`config.mk`:
```
export PLATFORM = sky130hd
export DESIGN_NAME = pipeline_sequencer
export DESIGN_NICKNAME = d
export VERILOG_FILES = /design/src/rtl/pipeline_sequencer_pkg.sv /design/src/rtl/pipeline_sequencer_pos_counter.sv /design/src/rtl/pipeline_sequencer.sv
export SDC_FILE = /design/constraint.sdc
export NUM_CORES = 1
export LEC_CHECK = 0
export BUFFER_PORTS_ARGS = -buffer_cell sky130_fd_sc_hd__buf_2
export CAP_MARGIN = 20
export CORE_ASPECT_RATIO = 0.75
export CORE_MARGIN = 3
export CORE_UTILIZATION = 52
export CTS_CLUSTER_SIZE = 25
export DETAILED_ROUTE_END_ITERATION = 10
export MAX_ROUTING_LAYER = met4
export PLACE_DENSITY = 0.84
export SETUP_SLACK_MARGIN = 0.15
export SLEW_MARGIN = 20
export SYNTH_ARGS = -nofsm -noshare
export SYNTH_HDL_FRONTEND = slang
export SYNTH_SLANG_ARGS = --single-unit
export TNS_END_PERCENT = 5
```
`constraint.sdc`:
```
create_clock -name clk -period 3.7 [get_ports clk]
set_input_delay 0.185 -clock clk [delete_from_list [all_inputs] [get_ports clk]]
set_output_delay 0.185 -clock clk [all_outputs]
set_load 0.05 [all_outputs]
```
`src/rtl/pipeline_sequencer_pkg.sv`:
```
// Shared types and default frame geometry for the image pipeline sequencer.
// Derived widths here follow the default geometry; the top derives its own from its parameters.
package pipeline_sequencer_pkg;

    typedef enum logic [1:0] {
        IDLE,
        ACTIVE,
        FLUSH
    } state_t;

    localparam int FRAME_WIDTH  = 640;
    localparam int FRAME_HEIGHT = 480;
    localparam int PIXEL_SIZE   = 24;
    localparam int CENTER_DELAY = FRAME_WIDTH + 2;

    localparam int X_W = $clog2(FRAME_WIDTH);
    localparam int Y_W = $clog2(FRAME_HEIGHT);
    localparam int C_W = $clog2(FRAME_WIDTH * FRAME_HEIGHT + CENTER_DELAY);

endpackage

```
`src/rtl/pipeline_sequencer_pos_counter.sv`:
```
// Row-major x/y position counter: advances on step, wraps x at WIDTH and y at HEIGHT,
// and flags when each coordinate sits on its last value.
module pos_counter #(
    parameter int WIDTH  = 640,
    parameter int HEIGHT = 480,
    localparam int XW = $clog2(WIDTH),
    localparam int YW = $clog2(HEIGHT)
) (
    input  logic          clk,
    input  logic          reset,
    input  logic          step,
    output logic [XW-1:0] x,
    output logic [YW-1:0] y,
    output logic          x_last,
    output logic          y_last
);

    assign x_last = (x == XW'(WIDTH - 1));
    assign y_last = (y == YW'(HEIGHT - 1));

    always_ff @(posedge clk or posedge reset) begin
        if (reset) begin
            x <= '0;
            y <= '0;
        end else if (step) begin
            if (x_last) begin
                x <= '0;
                y <= y_last ? '0 : y + 1'b1;
            end else begin
                x <= x + 1'b1;
            end
        end
    end

endmodule

```
`src/rtl/pipeline_sequencer.sv`:
```
// Frame sequencer: feeds a source pixel stream into the image pipeline, flushes its row
// buffers after each frame and tags the pipeline output with window-centre coordinates.
module pipeline_sequencer #(
    parameter int FRAME_WIDTH  = pipeline_sequencer_pkg::FRAME_WIDTH,
    parameter int FRAME_HEIGHT = pipeline_sequencer_pkg::FRAME_HEIGHT,
    parameter int CENTER_DELAY = FRAME_WIDTH + 2,
    parameter int PIXEL_SIZE   = pipeline_sequencer_pkg::PIXEL_SIZE,
    localparam int XW = $clog2(FRAME_WIDTH),
    localparam int YW = $clog2(FRAME_HEIGHT)
) (
    input  logic                  clk,
    input  logic                  reset,
    input  logic                  run,
    input  logic                  src_valid,
    output logic                  src_ready,
    input  logic [PIXEL_SIZE-1:0] src_data,
    output logic                  pipe_en,
    output logic                  pipe_hsync,
    output logic                  pipe_vsync,
    output logic [PIXEL_SIZE-1:0] pipe_data,
    input  logic [PIXEL_SIZE-1:0] pipe_out,
    output logic                  dst_valid,
    input  logic                  dst_ready,
    output logic [PIXEL_SIZE-1:0] dst_data,
    output logic [XW-1:0]         dst_x,
    output logic [YW-1:0]         dst_y,
    output logic                  dst_sof,
    output logic                  dst_eof,
    output logic                  dst_border,
    output logic                  busy,
    output logic                  frame_done
);
    import pipeline_sequencer_pkg::state_t;
    import pipeline_sequencer_pkg::IDLE;
    import pipeline_sequencer_pkg::ACTIVE;
    import pipeline_sequencer_pkg::FLUSH;

    localparam int CW = $clog2(FRAME_WIDTH * FRAME_HEIGHT + CENTER_DELAY);
    localparam logic [CW-1:0] C_CENTER = CW'(CENTER_DELAY);
    localparam logic [CW-1:0] C_LAST   = CW'(FRAME_WIDTH * FRAME_HEIGHT + CENTER_DELAY - 1);

    state_t        state;
    state_t        state_next;
    logic [CW-1:0] c;
    logic          accept;
    logic          last_en;
    logic [XW-1:0] in_x;
    logic [YW-1:0] in_y;
    logic          in_x_last;
    logic          in_y_last;
    logic          out_x_last;
    logic          out_y_last;
    logic          unused_in_pos;

    // Input coordinates only matter through their last-value flags.
    assign unused_in_pos = ^{in_x, in_y};
    assign accept        = src_valid & src_ready;

    always_ff @(posedge clk or posedge reset) begin
        if (reset) begin
            state <= IDLE;
        end else begin
            state <= state_next;
        end
    end

    always_comb begin
        state_next = state;
        case (state)
            IDLE:    if (run) state_next = ACTIVE;
            ACTIVE:  if (accept & in_x_last & in_y_last) state_next = FLUSH;
            FLUSH:   if (last_en) state_next = IDLE;
            default: state_next = IDLE;
        endcase
    end

    always_comb begin
        busy       = (state != IDLE);
        src_ready  = dst_ready & (state == ACTIVE);
        pipe_en    = dst_ready & (((state == ACTIVE) & src_valid) | (state == FLUSH));
        pipe_data  = (state == ACTIVE) ? src_data : '0;
        // The last real pixel carries no hsync; vsync marks the final flush enable instead.
        pipe_hsync = pipe_en & (state == ACTIVE) & in_x_last & ~in_y_last;
        last_en    = pipe_en & (state == FLUSH) & (c == C_LAST);
        pipe_vsync = last_en;
    end

    always_ff @(posedge clk or posedge reset) begin
        if (reset) begin
            c          <= '0;
            frame_done <= 1'b0;
        end else begin
            frame_done <= last_en;
            if (last_en) begin
                c <= '0;
            end else if (pipe_en) begin
                c <= c + 1'b1;
            end
        end
    end

    // The first CENTER_DELAY enables only fill the window; their results are stale.
    assign dst_valid  = pipe_en & (c >= C_CENTER);
    assign dst_sof    = dst_valid & (c == C_CENTER);
    assign dst_eof    = dst_valid & (c == C_LAST);
    assign dst_border = dst_valid & ((dst_x == '0) | out_x_last | (dst_y == '0) | out_y_last);
    assign dst_data   = pipe_out;

    pos_counter #(
        .WIDTH (FRAME_WIDTH),
        .HEIGHT(FRAME_HEIGHT)
    ) u_in_pos (
        .clk   (clk),
        .reset (reset),
        .step  (accept),
        .x     (in_x),
        .y     (in_y),
        .x_last(in_x_last),
        .y_last(in_y_last)
    );

    pos_counter #(
        .WIDTH (FRAME_WIDTH),
        .HEIGHT(FRAME_HEIGHT)
    ) u_out_pos (
        .clk   (clk),
        .reset (reset),
        .step  (dst_valid),
        .x     (dst_x),
        .y     (dst_y),
        .x_last(out_x_last),
        .y_last(out_y_last)
    );

endmodule
```
Word level (Yosys, flattened, before mapping). Cells that the tools add are included.

Register bits: 60. Logic and storage cells: 63. Bits of input ports: 53. Output and inout port bits: 77.

Add/sub/neg operators: 5. Reduce and logical (&&, ||, !) cells: 8. Order comparisons: 1. Eq/ne operators: 11. Mux-type cells: 11. Bitwise logic cells: 20.

Operators with widths (count): 19-bit two-way mux (2); 24-bit two-way mux (1); 10-bit by 1-bit adder with 10-bit output, second input constant (2); 10-bit equality test, second input constant (2); 10-bit two-way mux (2); 19-bit by 1-bit adder with 19-bit output, second input constant (1); 19-bit by 10-bit equality test with 1-bit output, second input constant (1); 19-bit equality test, second input constant (1); 19-bit by 10-bit >= comparator with 1-bit output, second input constant (1); 9-bit by 1-bit adder with 9-bit output, second input constant (2); 9-bit equality test, second input constant (2); 9-bit two-way mux (2); 1-bit AND (15); 10-bit logical NOT (1); 9-bit logical NOT (1); 2-bit two-way mux (3); 2-bit inequality test, second input constant (3); 2-bit one-hot mux with 3 select lines (1); 1-bit OR (4); 2-bit AND reduction (2); 2-bit nonzero test (2); 3-bit AND reduction (1); 2-bit by 1-bit equality test with 1-bit output, second input constant (1); 2-bit equality test, second input constant (1); other kinds (2) (2).

Logic depth before layout (Yosys ltp).
Depth after elaboration: 8. Gate-level depth with buffers: 8. Gate-level depth less buffers: 8.

By module. A second synthesis with hierarchy kept.

Cells, all modules: 378. Area total of the unflattened synthesis: 3621.0 um^2.

Modules (own cells, without submodules): pos_counter (instances 2, cells an instance 94, area each 977.2 um^2, sequential area each 475.5 um^2); pipeline_sequencer (instances 1, cells an instance 190, area each 1666.6 um^2, sequential area each 550.5 um^2).

Worst setup path after synthesis. Ideal clock, no wire load.

Path kind: reg-to-output. Start point: register u_out_pos.y[0]. End point: output port dst_border. Cell stages (with the launch flop): 6. Data required time: 3515 ps. Slack: 914 ps. Buffers on the path: 0. Data arrival time: 2601 ps. Cell sequence: dfrtp_1 ha_1 nand4_1 nor4_1 nor2_1 a31oi_1.

Cells in the longest elaborated chain, start to end: 4. Elaborated cells on any way between the ends: 5. Those cells by class: eq/ne: 1; bitwise: 3; reduce/logical: 1.

RTL lines: start: declaration (line pipeline_sequencer_pos_counter.sv:13) `output logic [YW-1:0] y,`; start signal: assignment (line pipeline_sequencer_pos_counter.sv:28) `y <= y_last ? '0 : y + 1'b1;`; 9-bit logical NOT (line pipeline_sequencer.sv:106) `assign dst_border = dst_valid & ((dst_x == '0) | out_x_last | (dst_y == '0) | out_y_last);`; 1-bit OR (line pipeline_sequencer.sv:106); 1-bit OR (*) (line pipeline_sequencer.sv:106); 1-bit AND (*) (line pipeline_sequencer.sv:106); end: declaration (line pipeline_sequencer.sv:29) `output logic dst_border,`.

Every way passes the cells marked *; elsewhere a longest branch is shown, timed or not.

Final worst setup path.
Start point: register c[0]. End point: output port dst_valid.

Cells in the longest elaborated chain, start to end: 2.

RTL lines: start: declaration (line pipeline_sequencer.sv:44) `logic [CW-1:0] c;`; start signal: assignment (line pipeline_sequencer.sv:97) `c <= c + 1'b1;`; 19-bit by 10-bit >= comparator with 1-bit output (line pipeline_sequencer.sv:103) `assign dst_valid = pipe_en & (c >= C_CENTER);`; 1-bit AND (line pipeline_sequencer.sv:103); end: declaration (line pipeline_sequencer.sv:22) `output logic dst_valid,`.

No other way between the ends.

==> metrics.csv <==
metric;value;unit
largest net degree at the start of global routing;39;
Power Dens Cells;385;nW/um2
Core Area;6380;um2
# DRC;0;
status;finished, final reports clean;
clock root cell;clkbuf_8;
Synth Register Bits;60;
Total GRT Usage;0.236;
worst slew pin tran;894;ps
DP HPWL;6090;um
Final ANT Viol Nets;0;
CTS tree;done;
WL final;8270;um
critical path class;reg2out;
DRC marker count from the first detailed-route iteration;198;
pre-CTS WS;1220;ps
Crit path required time;3510;ps
Crit Path Max Fanout;18;
final global-route overflow total;0;
Final Wtd Congestion;0.907;
register area;1500;um2
RR Startpoint;c[0];
setup tns final;0;ps
worst setup path startpoint;c[0];
# diodes;0;
Worst EP arrival;2610;ps
# rows;25;
fin crit share;0.755;
worst setup margin;905;ps
NumNets Final;504;
Crit. End Element;output pin;
Avg Cell Area, Syn;9.17;um2
Psw;0.457;mW
# Post-CTS Setup Buffers;0;
Pre-Repair DR Iteration Count;4;
Multi-input gate area;1700;um2
final hold vios;0;
Crit-path slowest cell;o21ai_2;
number of global-route vias before repair;2843;
WL/cell;15.7;um
WL met2;3980;um
relative slew slack;0.401;
hold path start;run;
R2R depth;8;
Pint;1.07;mW
WHS;128;ps
Crit path largest cell delay;590;ps
DR vias;2996;
Cell Chain, Critical Path;inv_1 -> ha_1 -> nor4_1 -> a21boi_0 -> o21ai_2 -> inv_1 -> buf_2;
Die Y;76.8;um
Combinational Power Share;0.142;
Reg2Reg Capture Point;u_out_pos.y[2];
Peak Freq;358;MHz
crit start category;flop;
Die X;100;um
Clock Power Share;0.347;
I/O Buffers;81;
dpl cells;511;
internal reg-to-reg setup slack;1210;ps
synthesized area;3480;um2
first-pass GRT wire length;14100;um
Synth cell types;52;
Mapped Nets;441;
Seq/Total Area, Yosys;0.432;
layout cells sized above 1;0.247;
initial antenna violation count;0;
Setup violations, final;0;
number of synthesized flops with an enable pin;0;
uppermost routed layer;met4;
peak supply drop;0.143;mV
fill cell count;522;
Cells after Synth;379;
routed wl met3;444;um
clk slew on worst S/H paths;60;ps
TritonCTS Buffers;9;
RSZ-0062 raised after global routing;no;
Final Skew;7.06;ps
Die ar.;7710;um2
share of synthesized registers carrying an async set or reset;1.00;
sequential power share;0.510;
leakage;1.91;nW
I/O pin count;130;
hold crit path type;in2reg;
clk_lat worst skew;350;ps
switching part of the total;0.298;
Initial Utilization;0.545;
Layout Area Growth over Synthesis;14.4;%
Final min period;2800;ps
H-Tree Depth;3;
Setup crit end;dst_valid;
non-filler cells, final;526;
Top FF cell, synth;dfrtp_1;
CTS Sinks;60;
vias per std cell;5.70;
Clock Path Buffers;2;
max cap viols;0;
Yosys warning total;0;
Max Slew Vio Count;0;
CTS resizes;0;
WL met1;3700;um
Crit path top cell by count;inv_1;
[flip-flops by register name, summed over array words and instances, names as in the netlist]
name	flops
c	19
u_in_pos.x	10
u_out_pos.x	10
u_in_pos.y	9
u_out_pos.y	9
state	2
frame_done	1
[power by group through the flow]
stage                     Clock (mW)  Sequential [mW]  Combinational (mW)
after floorplan                    0            0.764               0.244
after CTS                      0.545            0.780               0.220
after global routing           0.576            0.793               0.244
after global placement             0            0.785               0.211
final                          0.532            0.782               0.218
after detailed placement           0            0.792               0.219
[layout by cell type, fill, tap and decap left out, types with 2 or more instances in the layout]
master     count
a211oi_1       3
a21oi_1        3
a31oi_1        3
and2_1        25
and3_1         8
and4_1         3
buf_2         81
buf_4          3
clkbuf_8      12
clkinv_2       2
dfrtp_1       60
ha_1           9
inv_1         13
inv_2          2
nand2_1       37
nand3_1       21
nand4_1       15
nor2_1        27
nor3_1        10
nor4_1         7
nor4b_1        2
o2111ai_1      2
o21ai_0       22
o31ai_1        8
o41ai_1        2
or2_2          3
or3_1          4
or4_1          3
xnor2_1       16
xor2_1        15
[worst max-delay path: cells and delay by family, from the launching register on]
family,cells,cell delay [ps]
AOI/OAI and AO/OA,2,770
buffers and inverters,3,590
DFF,1,430
and+or+nand+nor,1,250
adders and majority gates,1,220
[metal layers]
metal	vias to the layer above	global-route usage
li1	1433	-
met1	1450	0.303
met2	86	0.367
met3	27	0.0518
met4	0	0.0848
met5	-	-
[per-stage QoR]
stage	util	cell area, um2	power (mW)
finish	0.623	3980	1.53
global route	0.623	3980	1.61
CTS	0.623	3970	1.55
detailed placement	0.594	3790	1.01
global placement	0.594	3790	0.996
floorplan	-	3480	1.01
[cell type report]
cell class | instances | share of cell area
clock buffer | 12 | 0.0415
clock inverter | 2 | 0.00252
inverter | 15 | 0.0142
multi-input combinational | 271 | 0.428
sequential | 60 | 0.378
tap | 81 | 0.0255
timing repair buffer | 85 | 0.110
[worst min-delay path by stage]
| stage | slack (ps) | end | cells after the start |
|---|---|---|---|
| floorplan | 350 | state[0] | 2 |
| global placement | 230 | c[3] | 2 |
| detailed placement | 240 | c[3] | 2 |
| CTS | 110 | state[0] | 3 |
| global route | 150 | state[0] | 3 |
| finish | 130 | state[0] | 3 |
[Yosys cell counts, types with 6 or more instances]
library cell  number  share of area
dfrtp_1           60           0.43
nand2_1           37          0.040
nor2_1            27          0.029
and2_1            25          0.045
buf_4             24          0.052
o21ai_0           22          0.032
nand3_1           21          0.030
xnor2_1           16          0.040
nand4_1           15          0.027
xor2_1            15          0.038
inv_1             14          0.015
nor3_1            10          0.014
ha_1               9          0.032
and3_1             8          0.014
o31ai_1            8          0.017
nor4_1             7          0.013
clkbuf_1           6         0.0065
[cells by family after synthesis]
logic type / count (synthesis) / synth area share
flip-flops: 60 / 0.432
XOR/XNOR: 31 / 0.0781
buffers and inverters: 48 / 0.0788
AO/OA/AOI/OAI: 50 / 0.0900
multiplexers: 2 / 0.00612
adder cells (fa/ha/maj): 9 / 0.0324
AND/OR/NAND/NOR: 179 / 0.283
[what timing repair did]
item / 4_1_cts / 5_1_grt
endpoints found under the setup margin: 0 / 0
hold buffers: 1 / 0
hold endpoints to repair: 22 / 0
No activity file was read; power rests on OpenSTA's default activity.
